`config.mk`:
```
export PLATFORM = sky130hd
export DESIGN_NAME = lcd_framebuffer_burst_reader
export DESIGN_NICKNAME = d
export VERILOG_FILES = /design/src/rtl/lcd_dma_pkg.sv /design/src/rtl/lcd_framebuffer_burst_reader.sv
export SDC_FILE = /design/constraint.sdc
export NUM_CORES = 1
export LEC_CHECK = 0
export ABC_AREA = 1
export CORE_AREA = 2 2 98 100
export CTS_BUF_LIST = sky130_fd_sc_hd__clkbuf_16
export CTS_CLUSTER_SIZE = 30
export DETAILED_ROUTE_END_ITERATION = 16
export DIE_AREA = 0 0 100 102
export MAX_ROUTING_LAYER = met4
export PLACE_DENSITY = 0.78
export RECOVER_POWER = 50
export SLEW_MARGIN = 20
export SYNTH_ARGS = -nofsm -noshare
export SYNTH_HDL_FRONTEND = slang
export SYNTH_SLANG_ARGS = --single-unit
```
`constraint.sdc`:
```
create_clock -name CLK -period 2.9 [get_ports CLK]
set_input_delay 0.58 -clock CLK [delete_from_list [all_inputs] [get_ports CLK]]
set_output_delay 0.58 -clock CLK [all_outputs]
set_load 0.02 [all_outputs]
```
`src/rtl/lcd_dma_pkg.sv`:
```
// lcd_dma_pkg: shared states, AXI constants and defaults for the LCD framebuffer DMA
package lcd_dma_pkg;
   typedef enum logic [1:0] {IDLE, START, ADDR, DATA} state_t;
   localparam logic [2:0] ARSIZE_4B = 3'b010;
   localparam logic [1:0] ARBURST_INCR = 2'b01;
   localparam int DEF_FRAME_WORDS = 192000;
   localparam int DEF_BURST_LEN = 16;
endpackage

```
`src/rtl/lcd_framebuffer_burst_reader.sv`:
```
// lcd_framebuffer_burst_reader: AXI3 burst reader filling the LCD line FIFO; optional rlast checker via LCD_DMA_RLAST_CHECK_EN
module lcd_framebuffer_burst_reader
   import lcd_dma_pkg::*;
#(
   parameter int FRAME_WORDS = DEF_FRAME_WORDS,
   parameter int BURST_LEN = DEF_BURST_LEN,
   parameter int FIFO_AW = 9
) (
   input  logic              CLK,
   input  logic              RESET,
   input  logic              FRAME_START,
   input  logic [29:0]       BUFFER_START_ADDRESS,
   input  logic [FIFO_AW:0]  FIFO_FREE,
   output logic              FIFO_FLUSH,
   output logic              FIFO_WR_EN,
   output logic [31:0]       FIFO_WR_DATA,
   output logic [31:0]       m00_axi_araddr,
   output logic [3:0]        m00_axi_arlen,
   output logic [2:0]        m00_axi_arsize,
   output logic [1:0]        m00_axi_arburst,
   output logic              m00_axi_arvalid,
   input  logic              m00_axi_arready,
   input  logic [31:0]       m00_axi_rdata,
   input  logic              m00_axi_rvalid,
   input  logic              m00_axi_rlast,
   output logic              m00_axi_rready,
   output logic              BUSY,
   output logic              FRAME_DONE,
   output logic              DMA_ERROR
);
   localparam int WCW = $clog2(FRAME_WORDS + 1);
   localparam logic [4:0] LAST_BEAT = 5'(BURST_LEN - 1);
   localparam logic [FIFO_AW:0] NEED_FREE = (FIFO_AW + 1)'(BURST_LEN + 1);
   state_t state_q, state_d;
   logic [29:0] base_q, base_d;
   logic [WCW-1:0] word_cnt_q, word_cnt_d;
   logic [4:0] beat_cnt_q, beat_cnt_d;
   logic arvalid_q, arvalid_d, restart_q, restart_d, done_q, done_d;
   logic beat, last_beat, frame_end;
   assign beat = (state_q == DATA) & m00_axi_rvalid;
   assign last_beat = beat & (beat_cnt_q == LAST_BEAT);
   assign frame_end = (word_cnt_q + WCW'(BURST_LEN)) == WCW'(FRAME_WORDS);
   // State and datapath registers
   always_ff @(posedge CLK) begin
      if (RESET) begin
         state_q    <= IDLE;
         base_q     <= '0;
         word_cnt_q <= '0;
         beat_cnt_q <= '0;
         arvalid_q  <= 1'b0;
         restart_q  <= 1'b0;
         done_q     <= 1'b0;
      end else begin
         state_q    <= state_d;
         base_q     <= base_d;
         word_cnt_q <= word_cnt_d;
         beat_cnt_q <= beat_cnt_d;
         arvalid_q  <= arvalid_d;
         restart_q  <= restart_d;
         done_q     <= done_d;
      end
   end
   // Next state: one burst in flight, restart drains the current burst before re-entering START
   always_comb begin
      state_d    = state_q;
      base_d     = base_q;
      word_cnt_d = word_cnt_q;
      beat_cnt_d = beat_cnt_q;
      arvalid_d  = arvalid_q;
      restart_d  = restart_q | ((state_q != IDLE) & FRAME_START);
      done_d     = 1'b0;
      case (state_q)
         IDLE: state_d = FRAME_START ? START : IDLE;
         START: begin
            base_d     = {BUFFER_START_ADDRESS[29:4], 4'b0};
            word_cnt_d = '0;
            beat_cnt_d = '0;
            restart_d  = 1'b0;
            state_d    = ADDR;
         end
         ADDR: begin
            if (arvalid_q) begin
               arvalid_d = ~m00_axi_arready;
               state_d   = m00_axi_arready ? DATA : ADDR;
            end else if (restart_q | FRAME_START) begin
               state_d = START;
            end else begin
               arvalid_d = FIFO_FREE >= NEED_FREE;
            end
         end
         default: begin
            if (beat) beat_cnt_d = beat_cnt_q + 5'd1;
            if (last_beat) begin
               beat_cnt_d = '0;
               word_cnt_d = word_cnt_q + WCW'(BURST_LEN);
               done_d     = frame_end & ~restart_q;
               state_d    = (restart_q | FRAME_START) ? START : (frame_end ? IDLE : ADDR);
            end
         end
      endcase
   end
   // Outputs decoded from state and registered handshake flags
   always_comb begin
      FIFO_FLUSH      = state_q == START;
      BUSY            = state_q != IDLE;
      m00_axi_rready  = state_q == DATA;
      m00_axi_arvalid = arvalid_q;
      m00_axi_araddr  = arvalid_q ? {base_q + 30'(word_cnt_q), 2'b00} : 32'd0;
      m00_axi_arlen   = 4'(BURST_LEN - 1);
      m00_axi_arsize  = ARSIZE_4B;
      m00_axi_arburst = ARBURST_INCR;
      FIFO_WR_EN      = beat & ~restart_q;
      FIFO_WR_DATA    = (beat & ~restart_q) ? m00_axi_rdata : 32'd0;
      FRAME_DONE      = done_q;
   end
`ifdef LCD_DMA_RLAST_CHECK_EN
   logic err_q, err_d;
   logic unused_addr;
   assign unused_addr = ^BUFFER_START_ADDRESS[3:0];
   // Sticky error when rlast disagrees with the internal beat count; cleared on START
   always_comb err_d = (state_q == START) ? 1'b0 : err_q | (beat & (m00_axi_rlast != (beat_cnt_q == LAST_BEAT)));
   // Error flag register
   always_ff @(posedge CLK) err_q <= RESET ? 1'b0 : err_d;
   assign DMA_ERROR = err_q;
`else
   logic unused_in;
   assign unused_in = ^{BUFFER_START_ADDRESS[3:0], m00_axi_rlast};
   assign DMA_ERROR = 1'b0;
`endif
endmodule
```
-- Yosys cells after proc, flatten, opt, wreduce, memory -nomap -nowiden
Index checks and enable logic that the tools add are counted.
- register bits after elaboration: 54
- input port bits: 78
- output and inout port bits: 80
- word-level logic and storage cells: 56
- add/subtract/negate cells: 3
- magnitude comparators: 1
- equal/unequal tests: 6
- mux-type cells: 17
- bitwise gates (word level): 11
- reduce and logical (&&, ||, !) cells: 11
- operators with widths (operator ; count):
    32-bit 2-to-1 mux ; 2
    18-bit one-hot mux with 2 select lines ; 1
    30-bit by 18-bit adder with 30-bit output ; 1
    18-bit by 5-bit adder with 18-bit output, second input constant ; 1
    18-bit equality test, second input constant ; 1
    18-bit 2-to-1 mux ; 1
    10-bit by 5-bit >= comparator with 1-bit output, second input constant ; 1
    2-bit 2-to-1 mux ; 5
    5-bit 2-to-1 mux ; 2
    5-bit one-hot mux with 2 select lines ; 1
    2-bit one-hot mux with 3 select lines ; 1
    2-bit AND reduction ; 3
    5-bit by 1-bit adder with 5-bit output, second input constant ; 1
    1-bit bitwise AND ; 5
    5-bit by 4-bit equality test with 1-bit output, second input constant ; 1
    5-bit OR reduction ; 1
    2-bit equality test, second input constant ; 2
    1-bit 2-to-1 mux ; 4
    1-bit NOT ; 4
    2-bit nonzero test ; 2
    4-bit nonzero test ; 1
    2-bit OR reduction ; 2
    3-bit != test, second input constant ; 1
    3-bit nonzero test ; 1
    other kinds (3) ; 4

-- Logic depth before layout (Yosys ltp)
- depth in word-level cells: 6
- mapped depth: 12

-- Least setup slack after synthesis
No wires, ideal clock.
- kind: register to output
- start: register word_cnt_q[4]
- end: output m00_axi_araddr[16]
- arrival: 2027 ps
- setup slack: 293 ps
- cell stages (with the launch flop): 11
- buffers on the path: 0
- cells stage by stage: dfxtp_1 > ha_1 > inv_1 > fa_1 > nor2_1 > a21oi_2 > o21bai_2 > inv_1 > o21ai_1 > o21ai_0 > a21oi_1
- cells in the longest elaborated chain, start to end: 2
- RTL lines (what ; RTL line ; source):
    from (decl) ; lcd_framebuffer_burst_reader.sv:36 ; logic [WCW-1:0] word_cnt_q, word_cnt_d;
    from (signal assigned) ; lcd_framebuffer_burst_reader.sv:56 ; word_cnt_q <= word_cnt_d;
    30-bit by 18-bit adder with 30-bit output ; lcd_framebuffer_burst_reader.sv:108 ; m00_axi_araddr = arvalid_q ? {base_q + 30'(word_cnt_q), 2'b00} : 32'd0;
    32-bit 2-to-1 mux ; lcd_framebuffer_burst_reader.sv:108 ;
    to (decl) ; lcd_framebuffer_burst_reader.sv:17 ; output logic [31:0] m00_axi_araddr,
Every way passes these cells.

-- Final worst setup path
- start: register word_cnt_q[4]
- end: output m00_axi_araddr[20]
Same word-level chain as after synthesis.

==> impl_metrics.xml <==
<?xml version="1.0" encoding="UTF-8"?>
<metrics>
  <group name="run_status">
    <metric name="outcome" unit="">complete, but fails checks</metric>
    <metric name="violations" unit="">negative setup slack</metric>
  </group>
  <group name="yosys">
    <metric name="postSynth.asyncResetShare" unit="%">0</metric>
    <metric name="netlist_top_cells_area" unit="">dfxtp_1, nor2_1, nand2_1, inv_1, ha_1</metric>
    <metric name="synth_cell_type_count" unit="">43</metric>
    <metric name="ys.flop_type" unit="">dfxtp_1</metric>
    <metric name="synth_edf_count" unit="">0</metric>
    <metric name="synth_top_cell_by_area" unit="">dfxtp_1</metric>
    <metric name="syn-instance-count" unit="">642</metric>
    <metric name="post_synth_instance_area" unit="mm^2">0.003954</metric>
    <metric name="synth_largest_type_area_fraction" unit="%">25.32</metric>
    <metric name="synth.ff_latch_count" unit="">50</metric>
    <metric name="synth-seq-area-share" unit="%">25.32</metric>
    <metric name="syn_avg_cell_area" unit="um^2">6.159</metric>
    <metric name="yosys_warnings" unit="">0</metric>
  </group>
  <group name="finish">
    <metric name="flow.area_growth_from_synthesis" unit="%">49.11</metric>
    <metric name="stdcell_count" unit="">921</metric>
    <metric name="core_util_final" unit="%">64.73</metric>
    <metric name="number_of_nets_in_the_finished_design" unit="">908</metric>
    <metric name="antennaDiodeCount" unit="">0</metric>
    <metric name="final_area" unit="mm^2">0.005896</metric>
    <metric name="final_layout_size_suffix_gt1_share" unit="%">16.79</metric>
  </group>
  <group name="timing">
    <metric name="achievable-frequency" unit="GHz">0.3448</metric>
    <metric name="period_share" unit="%">100.0</metric>
    <metric name="setup_viol" unit="">1</metric>
    <metric name="layout_min_cycle_time" unit="ns">2.900</metric>
    <metric name="slew_violations" unit="">0</metric>
    <metric name="worstMarginPinSlew" unit="ns">0.6580</metric>
    <metric name="finalClockSkew" unit="ns">0.004717</metric>
    <metric name="finalHoldViolations" unit="">0</metric>
    <metric name="setup_total_negative_slack" unit="ns">-0.0003684</metric>
    <metric name="layout_setup_ws" unit="ns">-0.0003684</metric>
    <metric name="max-slew-margin-rel" unit="%">56.13</metric>
    <metric name="unrepaired_setup_endpoints_after_global_routing" unit="">true</metric>
    <metric name="whs" unit="ns">0.4845</metric>
  </group>
  <group name="critical_path">
    <metric name="worstSetupEndpointType" unit="">output port</metric>
    <metric name="crit_type" unit="">reg2out</metric>
    <metric name="critical_path_buf_inv_count" unit="">4</metric>
    <metric name="critPathSlowestCell" unit="">fa_2</metric>
    <metric name="worstPathCellList" unit="">ha_4 &gt; inv_2 &gt; fa_2 &gt; nor2_4 &gt; a21oi_4 &gt; o21bai_4 &gt; buf_6 &gt; nand2_4 &gt; nand2_4 &gt; buf_6 &gt; o21ai_1 &gt; a21oi_1 &gt; buf_4</metric>
    <metric name="arrival" unit="ns">2.32</metric>
    <metric name="setup.worst_path.start_class" unit="">register</metric>
    <metric name="required" unit="ns">2.32</metric>
    <metric name="critical-path-max-stage-delay" unit="ns">0.38</metric>
    <metric name="critical_path.top_delay_family" unit="">adder cells</metric>
    <metric name="critPathMaxFanout" unit="">5</metric>
  </group>
  <group name="power">
    <metric name="finalPower" unit="mW">2.937</metric>
    <metric name="irDropWorstVdd" unit="uV">305.8</metric>
    <metric name="power_frac_comb" unit="%">44.3</metric>
    <metric name="p_sw" unit="mW">1.231</metric>
    <metric name="clkPwrFrac" unit="%">20.7</metric>
    <metric name="power.internal" unit="mW">1.706</metric>
    <metric name="power.sequential.fraction" unit="%">35.0</metric>
    <metric name="cellLeakagePower" unit="nW">2.588</metric>
    <metric name="switching_share" unit="%">41.92</metric>
    <metric name="power_per_cell_area" unit="mW/mm^2">498.2</metric>
  </group>
  <group name="placement">
    <metric name="dp_worst_setup_slack" unit="ns">-0.1859</metric>
    <metric name="place_hpwl" unit="um">10290</metric>
    <metric name="place.port_buffers" unit="">136</metric>
    <metric name="placed_area" unit="mm^2">0.005598</metric>
    <metric name="dpl.cell_count" unit="">907</metric>
    <metric name="weighted_congestion_at_the_end_of_routability_driven_global_placement" unit="">0.9372</metric>
  </group>
  <group name="floorplan">
    <metric name="coreArea" unit="mm^2">0.009109</metric>
    <metric name="initial_utilization" unit="%">43.41</metric>
    <metric name="die_height" unit="um">102</metric>
    <metric name="fp.dieW" unit="um">100</metric>
    <metric name="die_area" unit="mm^2">0.01020</metric>
    <metric name="core.rowCount" unit="">35</metric>
    <metric name="boundaryPins" unit="">158</metric>
  </group>
  <group name="drt">
    <metric name="drt_pass1_iterations" unit="">6</metric>
    <metric name="routed_wirelength" unit="um">13180</metric>
    <metric name="drcViolationCount" unit="">0</metric>
    <metric name="drt_iter0_markers" unit="">196</metric>
    <metric name="vias" unit="">4729</metric>
    <metric name="avgRoutedWirePerCell" unit="um">14.31</metric>
    <metric name="ant_nets" unit="">0</metric>
    <metric name="vias_per_cell" unit="">5.135</metric>
  </group>
  <group name="clock_network">
    <metric name="clk-insertion-delay-late" unit="ns">0.29</metric>
    <metric name="clkSinkCount" unit="">50</metric>
    <metric name="clock_tree.root_cell" unit="">clkbuf_16</metric>
    <metric name="ctsLongestPathBuffers" unit="">2</metric>
    <metric name="tritoncts_clock_tree" unit="">yes</metric>
    <metric name="clk_pin_slew_worst_paths" unit="ns">0.07</metric>
    <metric name="numCtsBuffers" unit="">5</metric>
    <metric name="cts-htree-levels" unit="">2</metric>
  </group>
  <group name="global_routing">
    <metric name="globalRouteTotalUtil" unit="%">25.24</metric>
    <metric name="grt_start_max_net_pins" unit="">34</metric>
    <metric name="grt_pass1_wl" unit="um">20600</metric>
    <metric name="grt_antenna_before_repair" unit="">0</metric>
    <metric name="via_count_of_the_first_global_routing_pass" unit="">4529</metric>
    <metric name="global_route.overflow_total" unit="">0</metric>
  </group>
  <group name="flow_run">
    <metric name="maxCapViolCount" unit="">0</metric>
  </group>
  <group name="hold_path">
    <metric name="hold_crit_path_type" unit="">reg2reg</metric>
  </group>
</metrics>
## state kept, by name (all words and copies together), names as in the netlist
signal and flops:
FRAME_DONE 1, m00_axi_arvalid 1, base_q 26, restart_q 1, state_q 2, word_cnt_q 14, beat_cnt_q 5
## power by group through the flow
stage	Clock [mW]	Sequential (mW)	Combinational (mW)
after floorplan	0	0.976	0.783
after global placement	0	1.01	1.22
after detailed placement	0	1.01	1.25
after CTS	0.613	1.00	1.25
after global routing	0.640	1.04	1.43
final	0.609	1.03	1.30
## cell type report
class	count	area (um^2)
fillers	791	3213
multi-input cells	480	2636
repair buffers	178	1613
flip-flops and latches	50	1005
inverters	94	352.8
well taps	111	138.9
clock buffers	5	125.1
clock inverters	3	25.02
## cells by family after synthesis
kind of cell,after synthesis,share of synthesized area [%]
buffers and inverters,126,13.77
DFF,50,25.32
other,2,0.1899
AOI/OAI and AO/OA,125,17.97
adders and majority gates,21,6.835
xor gates and xnor gates,7,1.551
and+or+nand+nor,311,34.37
## Yosys cell counts, types with 2 or more instances
| library cell | instances |
|---|---|
| a21o_1 | 2 |
| o21a_1 | 2 |
| a21oi_1 | 47 |
| o21bai_2 | 2 |
| nor2_4 | 2 |
| o21ai_0 | 45 |
| nor3_2 | 3 |
| or2_2 | 2 |
| or2_1 | 2 |
| nand4_1 | 8 |
| clkbuf_1 | 11 |
| conb_1 | 2 |
| nand3_1 | 34 |
| ha_1 | 20 |
| inv_2 | 8 |
| buf_4 | 18 |
| nand3_2 | 3 |
| o21ai_1 | 6 |
| nor2_2 | 8 |
| nor3_1 | 6 |
| xor2_1 | 6 |
| dfxtp_1 | 50 |
| nand3b_1 | 2 |
| o22ai_1 | 10 |
| buf_2 | 3 |
| inv_1 | 85 |
| nor2_1 | 131 |
| nand2_2 | 8 |
| o21bai_1 | 2 |
| nor4_1 | 3 |
| nand2_1 | 98 |
| o21ai_2 | 2 |
## cell usage in the layout, fill, tap and decap left out, types with 9 or more instances in the layout
master	n
nor2_1	129
clkdlybuf4s50_1	112
nand2_1	95
inv_1	85
dfxtp_1	47
o21ai_0	46
a21oi_1	42
buf_4	41
nand3_1	30
conb_1	16
ha_1	11
o22ai_1	10
clkbuf_2	10
nand2_2	9
nor2_2	9
## worst paths after layout
kind,cells after the start,to,startpoint,slack (ns)
setup / recovery,13,m00_axi_araddr[20],word_cnt_q[4],-0.0004
hold / removal,2,beat_cnt_q[3],beat_cnt_q[3],0.48
setup reg to reg,7,word_cnt_q[9],state_q[1],0.64
hold reg to reg,2,beat_cnt_q[3],beat_cnt_q[3],0.48
## worst min-delay path, stage by stage (launching register included)
cell	delay, ns
dfxtp_1	0.32
nand2_1	0.06
a21oi_1	0.06
## timing repair
action / CTS / global route
pin swaps: 5 / 9
hold buffers: 0 / 0
setup endpoints to repair: 22 / 20
gates resized for setup: 53 / 66
buffers inserted: 3 / 3
## layer usage
metal,wire (um),vias to the layer above,global-route usage [%]
li1,-,2376,-
met1,5598,2178,31.49
met2,6709,150,43.35
met3,612,25,3.420
met4,255,0,6.428
met5,0,-,-
(Power assumes the default switching activity.)
